$ cat config.mk
export PLATFORM = sky130hd
export DESIGN_NAME = cfg_chain_loader
export DESIGN_NICKNAME = d
export VERILOG_FILES = /design/src/rtl/cfg_chain_loader.sv
export SDC_FILE = /design/constraint.sdc
export NUM_CORES = 1
export LEC_CHECK = 0
export ABC_AREA = 1
export BUFFER_PORTS_ARGS = -buffer_cell sky130_fd_sc_hd__buf_4
export CAP_MARGIN = 40
export CORE_MARGIN = 4
export CORE_UTILIZATION = 50
export CTS_CLUSTER_SIZE = 8
export DETAILED_ROUTE_END_ITERATION = 16
export PLACE_DENSITY = 0.75
export SYNTH_ARGS = -nofsm -noshare
export SYNTH_HDL_FRONTEND = slang
export SYNTH_SLANG_ARGS = --single-unit
$ cat constraint.sdc
create_clock -name clk -period 2.5 [get_ports clk]
set_input_delay 0.25 -clock clk [delete_from_list [all_inputs] [get_ports clk]]
set_output_delay 0.25 -clock clk [all_outputs]
set_load 0.01 [all_outputs]
$ cat src/rtl/cfg_chain_loader.sv
// Serializes configuration words MSB-first onto the fabric config chain head and
// captures the bits displaced from the chain tail as left-justified readback words.
module cfg_chain_loader #(
   parameter  int WORD_W    = 8,
   parameter  int CHAIN_LEN = 48,
   localparam int CNT_W     = $clog2(CHAIN_LEN + 1)
) (
   input  logic              clk,
   input  logic              nrst,
   input  logic              start,
   input  logic              abort,
   input  logic [WORD_W-1:0] word_in,
   input  logic              word_valid,
   output logic              word_ready,
   output logic              config_en,
   output logic              config_data_out,
   input  logic              config_data_in,
   output logic [WORD_W-1:0] rb_word,
   output logic              rb_valid,
   output logic              busy,
   output logic              done
);

   localparam int NB_W = $clog2(WORD_W + 1);

   typedef enum logic [1:0] {
      S_IDLE,
      S_LOAD,
      S_SHIFT,
      S_DONE
   } state_t;

   state_t            state_q,    state_d;
   logic [CNT_W-1:0]  bit_cnt_q,  bit_cnt_d;
   logic [WORD_W-1:0] sreg_q,     sreg_d;
   logic [WORD_W-1:0] rbreg_q,    rbreg_d;
   logic [NB_W-1:0]   wcnt_q,     wcnt_d;
   logic [NB_W-1:0]   nbits_q,    nbits_d;
   logic [WORD_W-1:0] rb_word_q,  rb_word_d;
   logic              rb_valid_q, rb_valid_d;

   logic [WORD_W-1:0] rb_shift;
   int                remaining;

   always_comb begin
      state_d    = state_q;
      bit_cnt_d  = bit_cnt_q;
      sreg_d     = sreg_q;
      rbreg_d    = rbreg_q;
      wcnt_d     = wcnt_q;
      nbits_d    = nbits_q;
      rb_word_d  = rb_word_q;
      rb_valid_d = 1'b0;
      rb_shift   = {rbreg_q[WORD_W-2:0], config_data_in};
      remaining  = CHAIN_LEN - int'(bit_cnt_q);

      case (state_q)
         S_IDLE: begin
            if (start) begin
               state_d   = S_LOAD;
               bit_cnt_d = '0;
            end
         end
         S_LOAD: begin
            // word_ready is high throughout LOAD, so valid alone completes the handshake
            if (word_valid) begin
               sreg_d  = word_in;
               nbits_d = (remaining < WORD_W) ? NB_W'(remaining) : NB_W'(WORD_W);
               wcnt_d  = '0;
               rbreg_d = '0;
               state_d = S_SHIFT;
            end
         end
         S_SHIFT: begin
            sreg_d    = sreg_q << 1;
            rbreg_d   = rb_shift;
            wcnt_d    = wcnt_q + 1'b1;
            bit_cnt_d = bit_cnt_q + 1'b1;
            if (wcnt_q == nbits_q - 1'b1) begin
               rb_valid_d = 1'b1;
               // a partial final word is left-justified with zero fill below
               rb_word_d  = rb_shift << (WORD_W - int'(nbits_q));
               state_d    = (int'(bit_cnt_q) + 1 == CHAIN_LEN) ? S_DONE : S_LOAD;
            end
         end
         S_DONE: begin
            state_d = S_IDLE;
         end
         default: begin
            state_d = S_IDLE;
         end
      endcase

      // abort drops any word accepted this cycle and suppresses the readback pulse
      if (abort) begin
         state_d    = S_IDLE;
         bit_cnt_d  = '0;
         rb_valid_d = 1'b0;
         rb_word_d  = rb_word_q;
      end
   end

   always_ff @(posedge clk or negedge nrst) begin
      if (!nrst) begin
         state_q    <= S_IDLE;
         bit_cnt_q  <= '0;
         sreg_q     <= '0;
         rbreg_q    <= '0;
         wcnt_q     <= '0;
         nbits_q    <= '0;
         rb_word_q  <= '0;
         rb_valid_q <= 1'b0;
      end else begin
         state_q    <= state_d;
         bit_cnt_q  <= bit_cnt_d;
         sreg_q     <= sreg_d;
         rbreg_q    <= rbreg_d;
         wcnt_q     <= wcnt_d;
         nbits_q    <= nbits_d;
         rb_word_q  <= rb_word_d;
         rb_valid_q <= rb_valid_d;
      end
   end

   assign word_ready      = (state_q == S_LOAD);
   assign config_en       = (state_q == S_SHIFT);
   assign config_data_out = config_en & sreg_q[WORD_W-1];
   assign busy            = (state_q == S_LOAD) || (state_q == S_SHIFT);
   assign done            = (state_q == S_DONE);
   assign rb_word         = rb_word_q;
   assign rb_valid        = rb_valid_q;

endmodule

# After elaboration in Yosys (flattened, before gate mapping)
# Index checks and enable logic that the tools add are counted.
# classes
add_sub_neg	6
magnitude_cmp	1
n_eq_ne	9
shift	1
n_mux	19
bitwise	2
reduce_logical	9
# op_table
cell	count
$shl A8 B32 Y8	1
$pmux W8 S2	1
$pmux W7 S2	1
$mux W6	2
$pmux W6 S2	1
$mux W2	5
$mux W4	2
$mux W8	1
$pmux W2 S4	1
$pmux W4 S2	1
$add A6 B1 Y7 const B	1
$eq A7 B6 Y1 const B	1
$lt A7 B5 Y1 const B	1
$mux W7	1
$sub A6 B6 Y7 const A	1
$add A6 B1 Y6 const B	1
$ne A3 B3 Y1 const B	2
$reduce_and A2 Y1	3
$reduce_and A3 Y1	2
$sub A4 B4 Y5 const A	1
$add A4 B1 Y4 const B	1
$eq A2 B2 Y1 const B	2
$eq A4 B4 Y1	1
$sub A4 B1 Y4 const B	1
10 further kinds	12
# totals
register_bits	40
inputBits	14
out_inout_bits	14
word_cells	55

# Logic depth before layout (Yosys ltp)
# depth
ltp_word	6
depth_mapped	13
mapped_depth_nobuf	13

# Least setup slack after synthesis
# OpenSTA, ideal clock, no wires.
# synth_timing
kind	reg-to-reg
from	register nbits_q[0]
to	register rb_word_q[3] (netlist: rb_word[3])
setup_time_ns	0.118
t_arrival_ns	1.646
required_time_ns	2.382
slack_ns	0.736
path_stages_with_launch	12
n_path_buf	2
period_less_slack_ns	1.764
path_cell_list	dfrtp_1 > inv_2 > ha_1 > buf_2 > inv_2 > nand2_1 > nand4_2 > nor2_4 > nand3_4 > buf_6 > nand2_1 > o21ai_2
# synth_between
elab_chain_cells	3
word_cells_on_any_way	5
cone_classes	2 x add/sub; 1 x eq/ne; 1 x shift; 1 x reduce/logical
# synth_lines
element	line	source
start: declaration	38	logic [NB_W-1:0] nbits_q, nbits_d;
start signal: assignment	119	nbits_q <= nbits_d;
parallel branches: the longest is 3 deep, another holds $sub A4 B4 Y5	--	
end signal: assignment	120	rb_word_q <= rb_word_d;
end: declaration	39	logic [WORD_W-1:0] rb_word_q, rb_word_d;
# Parallel ways; which one is timed is not known.
# A chain may end at the register's enable or synchronous reset.

# Worst setup path in the final report
# layout_timing
from	register nbits_q[0]
to	register rb_word_q[1] (netlist: rb_word[1])
# The elaborated chain is that of the path after synthesis.

==> metrics <==
VDD IR max 567 uV; worst-path cell chain inv_2 -> ha_1 -> inv_2 -> nand2_1 -> nand4_2 -> nor2_4 -> nand3_4 -> nand2_1 -> o21ai_2; boundary pin count 28; Inserted Diodes 0; Layout area overhead 17.4%; biggest cell delay along the critical path 0.58 ns; syn_nets 334; Final Max Slew Viols 0; Reg clk slew, reported paths 0.08 ns; pin count of the biggest net entering global routing 41; Post-route DRC 0; library cells used by synthesis 26; Buffers on Ports 27; initial antenna violation count 0; initial drt markers around 140; die area 5820 sq um; core footprint around 4400 sq um; final setup violation count 0; Post-Syn Area 2330 sq um; Final Critical Period 2.14 ns; Hold Crit Class input pin to register; Main synth FF type dfrtp_1; Initial Utilization a little over half; EDFF count, synth 0; CP Launch Type register; CP Class register to register; sequential area share after synthesis 42.9%; fmax 468 MHz; Cells after DPL 383; Final Hold Fails 0; row count 24; worst-margin pin slew 0.515 ns; max-cap violations 0; Leakage between 0.001 and 0.0015 uW; Core Util, Final 61.7%; routability cong. 0.852; die width 76.3 microns; setup TNS 0 ns; Synth top cells by count 93 x nand2_1, 41 x inv_1, 40 x dfrtp_1; Clock Sink Count 40; post-synthesis register bit count 40; crit path DAT ~2.3 ns; Post-Layout Cell Count 392; via count 2069; final antenna-violating net count 0; Die Y around 76 microns; CTS Buffer Depth 2; top-count cell post-synth nand2_1; cts bufs inserted 5; Clock Latency Late Sink approximately 0.30 ns; Detailed Routing Iterations Pass 1 4; grt total ovfl 0; vias in the first global route 1907; hold_ws 0.178 ns; critical path's top delay family simple AND/OR/NAND/NOR gates; Avg Cell Area, Syn 7.53 sq um; Crit Path Max Fanout 16; PD cells about 920 nW/um^2; Worst slew margin 65.6%; Area contributors post-synth dfrtp_1 43%, nand2_1 15%, nand3_1 6.9%, inv_1 6.6%, ha_1 5.4%; Vias/cell about 5.3; FFs w/ async S/R, synth 100%; Yosys Warn Count 0; Critical Path Sink Type register; All-Layer GR Usage between 10% and 20%; cell taking the most area after synthesis dfrtp_1; deepest level of the CTS H-tree 2; FF/Latch Area 1000 sq um; fill count 402; status completed; total power 2520 uW; post-DP HPWL 3570 microns; CP required 2.68 ns; layout cells sized above 1 between 10% and 20%; post-synth top area share 42.9%; CTS root buf clkbuf_8; Multi-input gate area 1130 sq um; drt total wl 4780 microns; first-pass GRT wire length ~8500 microns; clk_skew 0.0108 ns; Final Cycle Share between 80% and 90%; worst path bufs/invs 2; crit path max-delay cell type dfrtp_1; RSZ-0062 raised after global routing false; Layout Nets 363; Syn Inst Count between 300 and 400; average wire per standard cell 12.2 microns; TritonCTS clock tree yes
-- state kept, by name (all words and copies together), names as in the netlist --
name,count
bit_cnt_q,6
nbits_q,4
rb_valid,1
rb_word,8
rbreg_q,7
sreg_q,8
state_q,2
wcnt_q,4
-- stage by stage --
stage	instance area [sq um]	setup slack, ns
after floorplan	2330	0.736
after global placement	2570	0.449
after detailed placement	2570	0.356
after CTS	2740	0.350
after global routing	2740	0.174
final	2740	0.363
-- worst reg2reg max path: stages (launching register included) --
cell and delay (ns):
dfrtp_1 0.58, inv_2 0.15, ha_1 0.46, inv_2 0.13, nand2_1 0.10, nand4_2 0.10
nor2_4 0.17, nand3_4 0.17, nand2_1 0.12, o21ai_2 0.05
-- layout by cell type (no fill, tap or decap) --
| cell type | count |
|---|---|
| bufinv_16 | 3 |
| nor3_1 | 1 |
| o21bai_1 | 1 |
| buf_4 | 29 |
| nor2_4 | 2 |
| nand4_1 | 3 |
| dlygate4sd3_1 | 1 |
| o21ai_2 | 4 |
| a21oi_1 | 10 |
| a31oi_1 | 7 |
| o21ai_1 | 2 |
| nand3_1 | 32 |
| dfrtp_1 | 40 |
| nand2_1 | 93 |
| nand3_4 | 1 |
| inv_1 | 41 |
| nor2_1 | 18 |
| o21ai_0 | 17 |
| ha_1 | 10 |
| a22o_1 | 1 |
| xor2_1 | 2 |
| nand4_2 | 1 |
| o22ai_1 | 12 |
| clkbuf_8 | 5 |
| inv_2 | 2 |
| a21oi_2 | 1 |
| nand2_2 | 1 |
-- cell type report --
class	instances	area share, %
clock inverters	3	3.29
repair buffers	30	8.31
flip-flops and latches	40	36.5
multi-input cells	219	41.1
clock buffers	5	2.51
inverters	43	5.89
well taps	52	2.37
-- power breakdown --
| group | internal [uW] | switching [uW] |
|---|---|---|
| Sequential | 805 | 117 |
| Clock | 499 | 236 |
| Combinational | 327 | 534 |
| Total | 1630 | 887 |
-- repair_timing --
action                                  CTS  global route
buffers inserted                          0             0
hold buffers                              1             0
resized for setup                         0             0
endpoints found under the setup margin    0             0
hold endpoints to repair                 40             0
-- routing by layer --
layer  routed length [microns]  GRT usage, %  part of all wire, %  vias up
met5                         0             0                    0        -
met3                       268          4.14                  5.6        7
met2                      2010          26.5                   42       52
li1                          -             -                    -     1063
met4                        62          5.43                  1.3        0
met1                      2440          24.9                   51      947
-- worst paths after layout --
check                           start           end  slack (ns)  cells after the start
setup / recovery           nbits_q[0]    rb_word[1]        0.36                      9
hold reg to reg            rb_word[1]    rb_word[1]        0.49                      2
setup reg to reg           nbits_q[0]    rb_word[1]        0.36                      9
max in group asynchronous        nrst    rbreg_q[4]        1.69                      2
hold / removal             word_in[0]     sreg_q[0]        0.18                      2
min in group asynchronous        nrst  bit_cnt_q[0]        0.47                      2
-- cells by family (layout without fill, tap and decap cells) --
| group | count (synthesis) | after routing | share of synthesized area, % |
|---|---|---|---|
| simple gates | 152 | 152 | 28.3 |
| compound gates | 55 | 55 | 13.9 |
| buf+inv | 51 | 81 | 8.85 |
| flops | 40 | 40 | 42.9 |
| fa+ha+maj | 10 | 10 | 5.36 |
| xor+xnor | 2 | 2 | 0.751 |
No activity file was read; power rests on OpenSTA's default activity.
